`src/rtl/uart_pkg.sv`:
```
// Shared types and constants for the UART receiver.
// The optional UART_RX_PARITY_EN macro is consumed by uart_rx.
package uart_pkg;

  typedef enum logic [2:0] {
    IDLE,
    START,
    DATA,
    PARITY,
    STOP,
    BREAK
  } state_e;

  localparam int DEFAULT_CLK_FREQ = 31500000;
  localparam int DEFAULT_BAUD     = 115200;

  function automatic int calc_clks_per_bit(input int clk_freq, input int baud);
    return clk_freq / baud;
  endfunction

endpackage

```
`src/rtl/uart_rx_sync.sv`:
```
// Two-flop synchronizer for the serial line; resets to the idle (high) level.
module uart_rx_sync (
  input  logic clk_i,
  input  logic rst_ni,
  input  logic d_i,
  output logic q_o
);

  logic meta_q;
  logic sync_q;

  always_ff @(posedge clk_i or negedge rst_ni) begin
    if (!rst_ni) begin
      meta_q <= 1'b1;
      sync_q <= 1'b1;
    end else begin
      meta_q <= d_i;
      sync_q <= meta_q;
    end
  end

  assign q_o = sync_q;

endmodule

```
`src/rtl/uart_rx.sv`:
```
// UART receiver producing a byte plus one-cycle write strobe for the game core.
// Define UART_RX_PARITY_EN for 8E1 framing; default build is 8N1.
module uart_rx
  import uart_pkg::*;
#(
  parameter int CLK_FREQ     = DEFAULT_CLK_FREQ,
  parameter int BAUD         = DEFAULT_BAUD,
  parameter int CLKS_PER_BIT = calc_clks_per_bit(CLK_FREQ, BAUD)
) (
  input  logic       px_clk,
  input  logic       rstn,
  input  logic       rx,
  output logic [7:0] dataRX,
  output logic       WR_RX,
  output logic       frame_err,
  output logic       busy
);

  localparam int CNT_W = $clog2(CLKS_PER_BIT);
  localparam logic [CNT_W-1:0] HALF_LAST = CNT_W'(CLKS_PER_BIT / 2 - 1);
  localparam logic [CNT_W-1:0] BIT_LAST  = CNT_W'(CLKS_PER_BIT - 1);

  logic rxs;

  state_e           state_q, state_d;
  logic [CNT_W-1:0] clk_cnt_q, clk_cnt_d;
  logic [2:0]       bit_cnt_q, bit_cnt_d;
  logic [7:0]       shift_q, shift_d;
  logic [7:0]       data_q, data_d;
  logic             wr_q, wr_d;
  logic             ferr_q, ferr_d;
`ifdef UART_RX_PARITY_EN
  logic             par_err_q, par_err_d;
`endif

  uart_rx_sync u_sync (
    .clk_i  (px_clk),
    .rst_ni (rstn),
    .d_i    (rx),
    .q_o    (rxs)
  );

  always_ff @(posedge px_clk or negedge rstn) begin
    if (!rstn) begin
      state_q   <= IDLE;
      clk_cnt_q <= '0;
      bit_cnt_q <= '0;
      shift_q   <= '0;
      data_q    <= '0;
      wr_q      <= 1'b0;
      ferr_q    <= 1'b0;
`ifdef UART_RX_PARITY_EN
      par_err_q <= 1'b0;
`endif
    end else begin
      state_q   <= state_d;
      clk_cnt_q <= clk_cnt_d;
      bit_cnt_q <= bit_cnt_d;
      shift_q   <= shift_d;
      data_q    <= data_d;
      wr_q      <= wr_d;
      ferr_q    <= ferr_d;
`ifdef UART_RX_PARITY_EN
      par_err_q <= par_err_d;
`endif
    end
  end

  // clk_cnt restarts at zero on every state entry and after each bit sample.
  always_comb begin
    state_d   = state_q;
    clk_cnt_d = clk_cnt_q + 1'b1;
    bit_cnt_d = bit_cnt_q;
    shift_d   = shift_q;
    data_d    = data_q;
    wr_d      = 1'b0;
    ferr_d    = 1'b0;
`ifdef UART_RX_PARITY_EN
    par_err_d = par_err_q;
`endif

    case (state_q)
      IDLE: begin
        clk_cnt_d = '0;
        if (!rxs) state_d = START;
      end

      START: begin
        if (clk_cnt_q == HALF_LAST) begin
          clk_cnt_d = '0;
          bit_cnt_d = '0;
          state_d   = rxs ? IDLE : DATA;
        end
      end

      DATA: begin
        if (clk_cnt_q == BIT_LAST) begin
          clk_cnt_d = '0;
          shift_d   = {rxs, shift_q[7:1]};
          bit_cnt_d = bit_cnt_q + 3'd1;
          if (bit_cnt_q == 3'd7) begin
`ifdef UART_RX_PARITY_EN
            state_d = PARITY;
`else
            state_d = STOP;
`endif
          end
        end
      end

`ifdef UART_RX_PARITY_EN
      PARITY: begin
        if (clk_cnt_q == BIT_LAST) begin
          clk_cnt_d = '0;
          par_err_d = ^{shift_q, rxs};
          state_d   = STOP;
        end
      end
`endif

      STOP: begin
        if (clk_cnt_q == BIT_LAST) begin
          clk_cnt_d = '0;
          state_d   = IDLE;
          if (!rxs) begin
            // A low stop bit may be a held break; park until the line recovers.
            ferr_d  = 1'b1;
            state_d = BREAK;
`ifdef UART_RX_PARITY_EN
          end else if (par_err_q) begin
            ferr_d = 1'b1;
`endif
          end else begin
            data_d = shift_q;
            wr_d   = 1'b1;
          end
        end
      end

      BREAK: begin
        clk_cnt_d = '0;
        if (rxs) state_d = IDLE;
      end

      default: begin
        clk_cnt_d = '0;
        state_d   = IDLE;
      end
    endcase
  end

  assign dataRX    = data_q;
  assign WR_RX     = wr_q;
  assign frame_err = ferr_q;
  assign busy      = (state_q != IDLE);

endmodule

```
`config.mk`:
```
export PLATFORM = sky130hd
export DESIGN_NAME = uart_rx
export DESIGN_NICKNAME = d
export VERILOG_FILES = /design/src/rtl/uart_pkg.sv /design/src/rtl/uart_rx_sync.sv /design/src/rtl/uart_rx.sv
export SDC_FILE = /design/constraint.sdc
export NUM_CORES = 1
export LEC_CHECK = 0
export CAP_MARGIN = 40
export CORE_MARGIN = 10
export CORE_UTILIZATION = 50
export CTS_CLUSTER_DIAMETER = 100
export DETAILED_ROUTE_END_ITERATION = 10
export PLACE_DENSITY = 0.71
export REMOVE_ABC_BUFFERS = 1
export SLEW_MARGIN = 10
export SYNTH_ARGS = -nofsm -noshare
export SYNTH_HDL_FRONTEND = slang
export SYNTH_HIERARCHICAL = 1
export SYNTH_SLANG_ARGS = --single-unit
export TNS_END_PERCENT = 20
```
`constraint.sdc`:
```
create_clock -name px_clk -period 4.1 [get_ports px_clk]
set_input_delay 1.23 -clock px_clk [delete_from_list [all_inputs] [get_ports px_clk]]
set_output_delay 1.23 -clock px_clk [all_outputs]
set_load 0.05 [all_outputs]
```
==> results_dict.tcl, run 1 <==
set metrics [dict create \
    io_pins 14 \
    grtUsageTotal_pct 9.93 \
    ys_ff_latch 35 \
    tritoncts "built" \
    cts_resized 0 \
    synthCells 133 \
    drc 0 \
    first_pass_iters 4 \
    rsz0062_at_grt "false" \
    routed_wl_um 2730 \
    critPathTopFamily "buffers and inverters" \
    routedWlPerCell_um 14.1 \
    final.setup.tns_ns 0 \
    finalPower_mw 0.539 \
    worstPathCellList "or3_2 > clkdlybuf4s50_1" \
    via_per_inst 5.27 \
    swShare_pct 22.8 \
    startpoint_type "register" \
    yosysTopAreaCellShare_pct 51.5 \
    yosysWarnings 6 \
    htreeDepth 2 \
    ir_drop_v 0.000238 \
    fillers 268 \
    timing.fmax_ghz 0.305 \
    cts_hold_buffers 0 \
    initial_utilization_pct 52.5 \
    root_buffer "clkbuf_4" \
    cp.required_ns 2.87 \
    syn-cell-area_um2 1600 \
    path_clk_slew_ns 0.11 \
    p_clk_share_pct 33.6 \
    path_buf_inv 1 \
    placed_area_um2 1750 \
    via_count 1023 \
    fp.dieArea_um2 5870 \
    clock_latency_ns 0.34 \
    worst_pin_slew_ns 0.732 \
    layout_min_cycle_time_ns 3.28 \
    grt_pass1_vias 1022 \
    placed_cells 186 \
    grt_use_met1_pct 11.7 \
    nNetsFinal 156 \
    hold_viol 0 \
    preCtsSetupSlack_ns 1.19 \
    finalCritPeriodShare_pct 80.1 \
    cts_setup_buffers 0 \
    grt_max_degree 36 \
    final_layout_size_suffix_gt1_share_pct 22.0 \
    synthSimpleGateAreaFrac_pct 15.2 \
    clk_path_buf_depth 2 \
    fin_util_pct 59.0 \
    synthAdderAreaFrac_pct 3.12 \
    drv_slew 0 \
    endpoint_kind "output port" \
    setup_ws_ns 0.817 \
    finalSetupViolCount 0 \
    slew_headroom_pct 50.8 \
    clock_skew_ns 0.0162 \
    core_um2 3050 \
    hold_path.class "register to register" \
    synth_edf_count 0 \
    met3_usage_pct 4.60 \
    io_buffers 13 \
    dp_hpwl_um 1940 \
    synth_compound_area_share_pct 6.94 \
    yosys_most_used_dff "dfrtp_1" \
    synth_top_area_cell "dfrtp_1" \
    slowest_stage "clkdlybuf4s50_1" \
    cts-buffers-inserted 5 \
    fin_cells 194 \
    die_w_um 76.6 \
    critPathKind "register to output port" \
    ant_nets 0 \
    cp.arrival_ns 2.05 \
    place.gp.congestion 0.923 \
    p_comb_share_pct 1.8 \
    yosys.area_share.xor_xnor_pct 3.82 \
    rows 20 \
    synth_top_family_by_area "simple AND/OR/NAND/NOR gates" \
    antenna_found_initial 0 \
    grt-ovfl-total 0 \
    crit_path_max_fanout 10 \
    clock-sinks 35 \
    synth_area_leaders "dfrtp_1 51%, mux2_2 11%, dfstp_2 3.3%, ha_1 3.1%, nor2_1 2.8%" \
    synth_cell_types 38 \
    outcome "completed" \
    cellLeakagePower_nw 0.853 \
    async_flop_share_pct 100 \
    ys_seq_area_share_pct 54.8 \
    synth_most_common_cell "dfrtp_1" \
    met2_usage_pct 15.4 \
    drtIter0Drc 74 \
    grt_pass1_wl_um 4760 \
    fin_area_um2 1800 \
    p_int_mw 0.416 \
    p_sw_mw 0.123 \
    synth.mux.area_fraction_pct 11.2 \
    whs_ns 0.361 \
    p_seq_share_pct 64.6 \
    max-cap-violations 0 \
    areaGrowthSynthToFinish_pct 12.3 \
    cp_slowest_stage_delay_ns 0.71 \
    synth.top_cells.by_count "33 x dfrtp_1, 16 x mux2_2, 12 x nor2_1, 8 x inv_1, 6 x nand2_1" \
    avgSynthCellArea_um2 12.1 \
    grt.busiest_layer "met2" \
    die_height_um 76.6 \
    power_density_nw_per_um2 299 \
    diodes 0 \
]
power groups by stage:
| stage | clock [mW] | sequential (mW) | combinational, mW |
|---|---|---|---|
| 2_1_floorplan | 0 | 0.354 | 0.000930 |
| 3_3_place_gp | 0 | 0.355 | 0.0101 |
| 3_5_place_dp | 0 | 0.355 | 0.0105 |
| 4_1_cts | 0.186 | 0.348 | 0.0105 |
| 5_1_grt | 0.200 | 0.348 | 0.0115 |
| 6_report | 0.181 | 0.348 | 0.00975 |
path summary, 6_finish.rpt:
| check | depth (start not counted) | from | slack (ns) | endpoint |
|---|---|---|---|---|
| max | 2 | state_q[2]$_DFFE_PN0P_ | 0.82 | busy |
| min | 0 | u_sync/meta_q$_DFF_PN1_ | 0.36 | u_sync/q_o$_DFF_PN1_ |
| max reg2reg | 3 | state_q[2]$_DFFE_PN0P_ | 1.90 | shift_q[5]$_DFFE_PN0P_ |
| min reg2reg | 0 | u_sync/meta_q$_DFF_PN1_ | 0.36 | u_sync/q_o$_DFF_PN1_ |
| max in group asynchronous | 2 | rstn | 2.47 | u_sync/q_o$_DFF_PN1_ |
| min in group asynchronous | 2 | rstn | 1.28 | frame_err$_DFF_PN0_ |
per-layer routing:
| metal | part of all wire, % | wire length, µm | vias to the layer above |
|---|---|---|---|
| met4 | 0.70 | 19 | 0 |
| met2 | 49 | 1340 | 23 |
| met1 | 45 | 1220 | 502 |
| met5 | 0 | 0 | - |
| met3 | 5.6 | 154 | 2 |
| li1 | - | - | 496 |
cell usage in the layout, fill, tap and decap left out, types with 2 or more instances in the layout:
master,n
a21oi_1,4
nor2_1,12
dfstp_2,2
nand4_1,3
clkbuf_4,5
o21ai_0,5
dfrtp_1,33
nand3_1,5
xnor2_1,2
nor3_1,3
nand2_1,6
clkdlybuf4s50_1,13
mux2_2,16
inv_1,8
xor2_1,5
ha_1,4
area by class of cell:
| type | instances | area (µm²) | share of cell area (%) |
|---|---|---|---|
| Sequential cell | 35 | 878 | 48.7 |
| Multi-Input combinational cell | 85 | 647 | 35.9 |
| Timing Repair Buffer | 14 | 138 | 7.64 |
| Tap cell | 44 | 55.1 | 3.06 |
| Clock buffer | 6 | 41.3 | 2.29 |
| Inverter | 8 | 30.0 | 1.67 |
| Clock inverter | 2 | 12.5 | 0.694 |
registers in the layout, summed over array words and instances (netlist names):
register       count
shift_q            8
frame_err          1
state_q            3
u_sync/meta_q      1
u_sync/q_o         1
clk_cnt_q          9
WR_RX              1
dataRX             8
bit_cnt_q          3
cell families (layout without fill, tap and decap cells):
kind of cell / after synthesis / in the layout
and+or+nand+nor: 41 / 41
DFF: 35 / 35
muxes: 16 / 16
xor gates and xnor gates: 7 / 7
AOI/OAI and AO/OA: 17 / 17
adders and majority gates: 4 / 4
buffers and inverters: 13 / 30
Power figures use the tool's default switching activity.
==> run 2, diff against run 1 <==
- PLACE_DENSITY: 0.71 -> 0.73
- clock period: 4.1 -> 2.7 ns (I/O delays scaled with it)
==> results_dict.tcl, run 2 (same netlist as run 1, synthesis figures left out) <==
set metrics [dict create \
    die_w_um 76.6 \
    core_um2 3050 \
    routedWlPerCell_um 14.7 \
    finalCritPeriodShare_pct 87.7 \
    fin_util_pct 59.2 \
    cp.arrival_ns 1.56 \
    critPathTopFamily "flip-flops" \
    ant_nets 0 \
    finalPower_mw 0.821 \
    clock_latency_ns 0.34 \
    drv_slew 0 \
    cts_setup_buffers 0 \
    layout_min_cycle_time_ns 2.37 \
    final_layout_size_suffix_gt1_share_pct 23.2 \
    die_height_um 76.6 \
    power_density_nw_per_um2 454 \
    crit_end "busy" \
    preCtsSetupSlack_ns 0.719 \
    largest_reg_flops 9 \
    ir_drop_v 0.000323 \
    cts-buffers-inserted 5 \
    root_buffer "clkbuf_4" \
    first_pass_iters 4 \
    drc 0 \
    areaGrowthSynthToFinish_pct 12.6 \
    rsz0062_at_grt "false" \
    r2r_slack_ns 0.74 \
    grt_pass1_wl_um 5020 \
    clock_skew_ns 0.0111 \
    final_common_cell "dfrtp_1" \
    crit_path_max_fanout 10 \
    io_buffers 13 \
    cts_hold_buffers 0 \
    startpoint_type "register" \
    dp_hpwl_um 2060 \
    placed_cells 187 \
    crit-reg2reg-launch "clk_cnt_q[6]$_DFF_PN0_" \
    place.gp.congestion 0.868 \
    antenna_found_initial 0 \
    r2r_end "dataRX[7]$_DFFE_PN0P_" \
    drtIter0Drc 97 \
    hold_path.class "register to register" \
    rows 20 \
    cellLeakagePower_nw 0.858 \
    worstPathCellList "or3_2 > buf_4" \
    via_count 1036 \
    cp.required_ns 1.89 \
    timing.fmax_ghz 0.422 \
    multiInputGateArea_um2 647 \
    clock-sinks 35 \
    cts_resized 0 \
    nNetsFinal 157 \
    path_clk_slew_ns 0.11 \
    io_pins 14 \
    critPathKind "register to output port" \
    clk_path_buf_depth 2 \
    fin_cells 195 \
    max-cap-violations 0 \
    hold_viol 0 \
    fillers 260 \
    grt-ovfl-total 0 \
    cp-startpoint "state_q[2]$_DFFE_PN0P_" \
    final_cell_mix "33 x dfrtp_1, 16 x mux2_2, 12 x nor2_1, 12 x clkdlybuf4s50_1, 8 x inv_1" \
    slew_headroom_pct 59.6 \
    fin_area_um2 1810 \
    grtUsageTotal_pct 10.5 \
    crit_cells 2 \
    grt_pass1_vias 1065 \
    placed_area_um2 1750 \
    path_buf_inv 1 \
    diodes 0 \
    final.setup.tns_ns 0 \
    outcome "completed" \
    endpoint_kind "output port" \
    routed_wl_um 2870 \
    htreeDepth 2 \
    via_per_inst 5.31 \
    grt_max_degree 36 \
    slowest_stage "dfrtp_1" \
    finalSetupViolCount 0 \
    regMostFlops "clk_cnt_q" \
    whs_ns 0.363 \
    rr_worst_depth 4 \
    tritoncts "built" \
    initial_utilization_pct 52.5 \
    regArea_um2 878 \
    worst_pin_slew_ns 0.602 \
    fp.dieArea_um2 5870 \
    cp_slowest_stage_delay_ns 0.51 \
    setup_ws_ns 0.332 \
]
run 2: changes by cell type in the layout (fill, tap and decap cells not counted):
cell	previous run	this run
buf_4	1	3
clkdlybuf4s50_1	13	12
run 2: report_power, final:
group / total (mW) / internal [mW] / switching, mW
Combinational: 0.0148 / 0.00441 / 0.0104
Clock: 0.278 / 0.100 / 0.177
Sequential: 0.528 / 0.527 / 0.00179
run 2: worst min path at each step:
stage	from	endpoint	slack, ns	cells past startpoint
final	u_sync/meta_q$_DFF_PN1_	u_sync/q_o$_DFF_PN1_	0.36	0
after global routing	u_sync/meta_q$_DFF_PN1_	u_sync/q_o$_DFF_PN1_	0.37	0
after CTS	u_sync/meta_q$_DFF_PN1_	u_sync/q_o$_DFF_PN1_	0.36	0
after detailed placement	u_sync/meta_q$_DFF_PN1_	u_sync/q_o$_DFF_PN1_	0.35	0
after global placement	u_sync/meta_q$_DFF_PN1_	u_sync/q_o$_DFF_PN1_	0.35	0
after floorplan	u_sync/meta_q$_DFF_PN1_	u_sync/q_o$_DFF_PN1_	0.35	0
run 2: area by class of cell:
| cell class | instances | area share (%) |
|---|---|---|
| flip-flops and latches | 35 | 48.6 |
| multi-input cells | 85 | 35.8 |
| repair buffers | 15 | 7.89 |
| well taps | 44 | 3.05 |
| clock buffers | 6 | 2.29 |
| inverters | 8 | 1.66 |
| clock inverters | 2 | 0.693 |
run 2: worst reg2reg max path, delay by kind of cell (launching register included):
kind	cells	cell delay, ns
DFF	1	0.46
muxes	1	0.38
and+or+nand+nor	3	1.01
run 2: routing by layer:
metal / GRT usage [%] / share of wire [%] / up-vias
met3: 4.48 / 5.6 / 4
met4: 4.46 / 1.7 / 0
met5: 0 / 0 / -
met2: 16.8 / 49 / 18
met1: 11.9 / 43 / 519
li1: - / - / 495
